File: config.mk
export PLATFORM = sky130hd
export DESIGN_NAME = serial_adder
export DESIGN_NICKNAME = d
export VERILOG_FILES = /design/src/rtl/serial_adder.sv
export SDC_FILE = /design/constraint.sdc
export NUM_CORES = 1
export LEC_CHECK = 0
export ABC_AREA = 1
export BUFFER_PORTS_ARGS = -buffer_cell sky130_fd_sc_hd__buf_2
export CORE_ASPECT_RATIO = 1.5
export CORE_MARGIN = 2
export CORE_UTILIZATION = 30
export DETAILED_ROUTE_END_ITERATION = 8
export PLACE_DENSITY_LB_ADDON = 0.1
export SLEW_MARGIN = 20
export SYNTH_ARGS = -nofsm -noshare
export SYNTH_HDL_FRONTEND = slang
export SYNTH_SLANG_ARGS = --single-unit
File: constraint.sdc
create_clock -name clk -period 1.5 [get_ports clk]
set_input_delay 0.225 -clock clk [delete_from_list [all_inputs] [get_ports clk]]
set_output_delay 0.225 -clock clk [all_outputs]
set_load 0.005 [all_outputs]
File: src/rtl/serial_adder.sv
// Bit-serial adder: half adder + half adder + OR + carry flop, one operand bit per clock.
// Latency: WIDTH edges from the accepting edge to result_valid; min initiation interval WIDTH+2.
// Backpressure: start_ready only in IDLE; result_ready low holds DONE with outputs frozen.

module half_adder (
    input  logic a,
    input  logic b,
    output logic s,
    output logic c
);
    assign s = a ^ b;
    assign c = a & b;
endmodule

module serial_adder #(
    parameter int WIDTH = 8
) (
    input  logic             clk,
    input  logic             rst_n,
    input  logic             start_valid,
    output logic             start_ready,
    input  logic [WIDTH-1:0] a_in,
    input  logic [WIDTH-1:0] b_in,
    input  logic             cin,
    output logic             result_valid,
    input  logic             result_ready,
    output logic [WIDTH-1:0] sum_out,
    output logic             cout,
    output logic             busy
);
    localparam int CW = (WIDTH > 1) ? $clog2(WIDTH) : 1;
    localparam logic [CW-1:0] LAST = CW'(WIDTH - 1);

    typedef enum logic [1:0] {
        IDLE = 2'd0,
        RUN  = 2'd1,
        DONE = 2'd2
    } state_t;

    state_t           state;
    logic [CW-1:0]    cnt;
    logic             carry;
    logic [WIDTH-1:0] a_sr;
    logic [WIDTH-1:0] b_sr;
    logic [WIDTH-1:0] res;

    logic p_bit, g_bit, s_bit, t_bit, c_next;

    half_adder u_ha0 (.a(a_sr[0]), .b(b_sr[0]), .s(p_bit), .c(g_bit));
    half_adder u_ha1 (.a(p_bit),   .b(carry),   .s(s_bit), .c(t_bit));
    assign c_next = g_bit | t_bit;

    always_ff @(posedge clk or negedge rst_n) begin
        if (!rst_n) begin
            state <= IDLE;
            cnt   <= '0;
            carry <= 1'b0;
            a_sr  <= '0;
            b_sr  <= '0;
            res   <= '0;
        end else begin
            case (state)
                IDLE: begin
                    if (start_valid) begin
                        a_sr  <= a_in;
                        b_sr  <= b_in;
                        carry <= cin;
                        cnt   <= '0;
                        state <= RUN;
                    end
                end
                RUN: begin
                    // Sum bits enter at the MSB so bit 0 lands at the LSB after WIDTH shifts.
                    a_sr  <= a_sr >> 1;
                    b_sr  <= b_sr >> 1;
                    res   <= {s_bit, res[WIDTH-1:1]};
                    carry <= c_next;
                    cnt   <= cnt + 1'b1;
                    if (cnt == LAST) begin
                        state <= DONE;
                    end
                end
                DONE: begin
                    if (result_ready) begin
                        state <= IDLE;
                    end
                end
                default: state <= IDLE;
            endcase
        end
    end

    assign start_ready  = (state == IDLE);
    assign busy         = (state == RUN);
    assign result_valid = (state == DONE);

    // Partial sums and the running carry stay hidden until the result is complete.
    assign sum_out = result_valid ? res : '0;
    assign cout    = result_valid & carry;

endmodule

==> qor.yml <==
global_routing:
  grt_pass1_vias: 1232
  grt_overflow: 0
  antenna_found_initial: 0
  track_usage_pct: 12.7
  grt_max_degree: 31
  grt_first_pass_wirelength_mm: 5.58
synth:
  synth_area_um2: 1530
  synth-seq-cells: 30
  synth_cell_type_count: 18
  postSynthCellCount: 205
  synth_fp_nets: 229
  ys_seq_area_share_pct: 48.9
  avgSynthCellArea_um2: 7.48
  yosysWarningCount: 0
placed_design:
  dp_hpwl_mm: 2.19
  placed_cells: 300
  gp_congestion: 0.698
  dpl_cell_area_um2: 1750
  portBuffers: 32
sta:
  relSlewSlack_pct: 73.5
  fmax_ghz: 0.723
  fin_tns_setup_ns: 0
  hold_violations: 0
  fin_crit_sh_pct: 92.2
  tightestPinTransition_ns: 0.398
  clock_skew_ns: 0.00483
  hold_ws_ns: 0.163
  grt_setup_unrepaired: "no"
  maxSlewViolCount: 0
  finalSetupViolCount: 0
  period_needed_ns: 1.38
drt:
  wl_mm: 3.10
  viasPerCell: 4.10
  vias: 1264
  ant_nets: 0
  drtIter0Drc: 48
  drc: 0
  firstDrtPassIters: 4
  routedWlPerCell_um: 10.1
die:
  die_h_um: 91.6
  start_util_pct: 31.4
  fp.coreArea_um2: 4890
  die_x_um: 62.4
  die-area_um2: 5710
  pin_count: 33
  placementRows: 31
layout:
  diodes: 0
  final_layout_size_suffix_gt1_share_pct: 20.7
  fin_cells: 308
  syn2layout_area_growth_pct: 20.6
  nets: 266
  layout.cells.most_common: "nand2_1"
  final_area_um2: 1850
  final_cell_mix: "75 x nand2_1, 40 x inv_1, 32 x buf_2"
setup_path:
  path_max_fanout: 11
  cp_slowest_cell: "dfrtp_1"
  required_ns: 1.27
  crit_buf_inv: 2
  critPathKind: "reg2out"
  slowest_delay_ns: 0.44
  crit_chain: "inv_2 > nand2_4 > nor2_1 > buf_2"
  cp.depth: 4
  reg2reg_depth: 6
  critPathTopFamily: "flip-flops"
  arrival_ns: 1.16
  startpoint_type: "flip-flop"
  cp-end-kind: "output port"
pwr:
  powerDensity_nw_per_um2: 1780
  p_leak_nw: 1.11
  ir_worst_vdd_v: 0.000510
cts:
  htree_levels: 2
  cts.path.max_buffers: 2
  cts.sinks: 30
  cts-root-buf: "clkbuf_8"
  clkTransAtPathRegs_ns: 0.06
  clkLatencyLatePin_ns: 0.27
  cts_tree: "built"
  cts_buffers: 5
  postCtsSetupBuffers: 0
outcome:
  status: "completed"
worst_hold_path:
  hold_depth: 2
  hold_class: "in2reg"
job:
  drv_cap: 0
## worst register-to-register path: stages (launching register included)
cell	delay (ns)
dfrtp_1	0.46
inv_2	0.12
nand2_2	0.07
nand2_4	0.20
inv_4	0.15
nand2_1	0.09
nand2_1	0.05
## final timing paths
check / from / end / slack [ns]
setup / recovery: state[0]$_DFFE_PN0P_ / sum_out[2] / 0.12
hold / removal: result_ready / state[1]$_DFFE_PN0P_ / 0.16
setup reg to reg: state[1]$_DFFE_PN0P_ / b_sr[4]$_DFFE_PN0P_ / 0.25
hold reg to reg: b_sr[2]$_DFFE_PN0P_ / b_sr[2]$_DFFE_PN0P_ / 0.48
max in group asynchronous: rst_n / res[7]$_DFFE_PN0N_ / 0.72
min in group asynchronous: rst_n / cnt[2]$_DFFE_PN0P_ / 0.49
## cell type report
| type | instances | area [um2] |
|---|---|---|
| multi-input combinational | 124 | 569 |
| timing repair buffer | 38 | 208 |
| clock buffer | 7 | 76.3 |
| tap | 66 | 82.6 |
| inverter | 43 | 164 |
| sequential | 30 | 751 |
| fill | 544 | 3040 |
## per-stage QoR
stage                     setup WS (ns)  power, mW  utilization, %
after floorplan                   0.380       2.43               -
after detailed placement          0.251       2.76            35.8
after global placement            0.287       2.75            35.8
after global routing            0.00564       3.70            37.9
final                             0.116       3.30            37.9
after CTS                        0.0191       3.37            37.7
## synthesized netlist by cell type
library cell,instances,area (um2)
a21oi_1,2,10.0
clkbuf_1,1,3.75
nor2_2,1,6.26
inv_2,1,3.75
nor2_1,11,41.3
fa_1,1,20.0
inv_1,41,154
nand2_4,2,22.5
buf_4,2,15.0
buf_6,3,33.8
buf_2,2,10.0
nand2_1,76,285
nand3_1,17,85.1
inv_4,1,6.26
ha_1,2,25.0
nand2_2,1,6.26
o21ai_0,11,55.1
dfrtp_1,30,751
## state kept, by name, summed over array words and instances, names as in the netlist
signal / count
state: 2
res: 8
cnt: 3
carry: 1
a_sr: 8
b_sr: 8
## timing repair
action / 4_1_cts / 5_1_grt
hold endpoints to repair: 30 / 0
setup endpoints to repair: 10 / 10
gates resized for setup: 1 / 3
hold buffers: 1 / 0
gates cloned: 0 / 0
## cell families (layout without fill, tap and decap cells)
group,after synthesis,in the layout,share of synthesized area [%]
and+or+nand+nor,108,108,29.1
DFF,30,30,48.9
AOI/OAI and AO/OA,13,13,4.24
adders and majority gates,3,3,2.94
buffers and inverters,51,88,14.8
## where the power goes
group	switching, mW	internal, mW
logic	0.809	0.519
registers	0.205	1.18
clock network	0.269	0.318
total	1.28	2.02
## routing by layer
layer | vias up | wire length [um] | GRT usage, %
met2 | 29 | 1490 | 21.5
li1 | 671 | - | -
met3 | 5 | 138 | 4.21
met1 | 559 | 1410 | 14.7
met5 | - | 0 | 0
met4 | 0 | 59 | 5.00
Power figures use the tool's default switching activity.
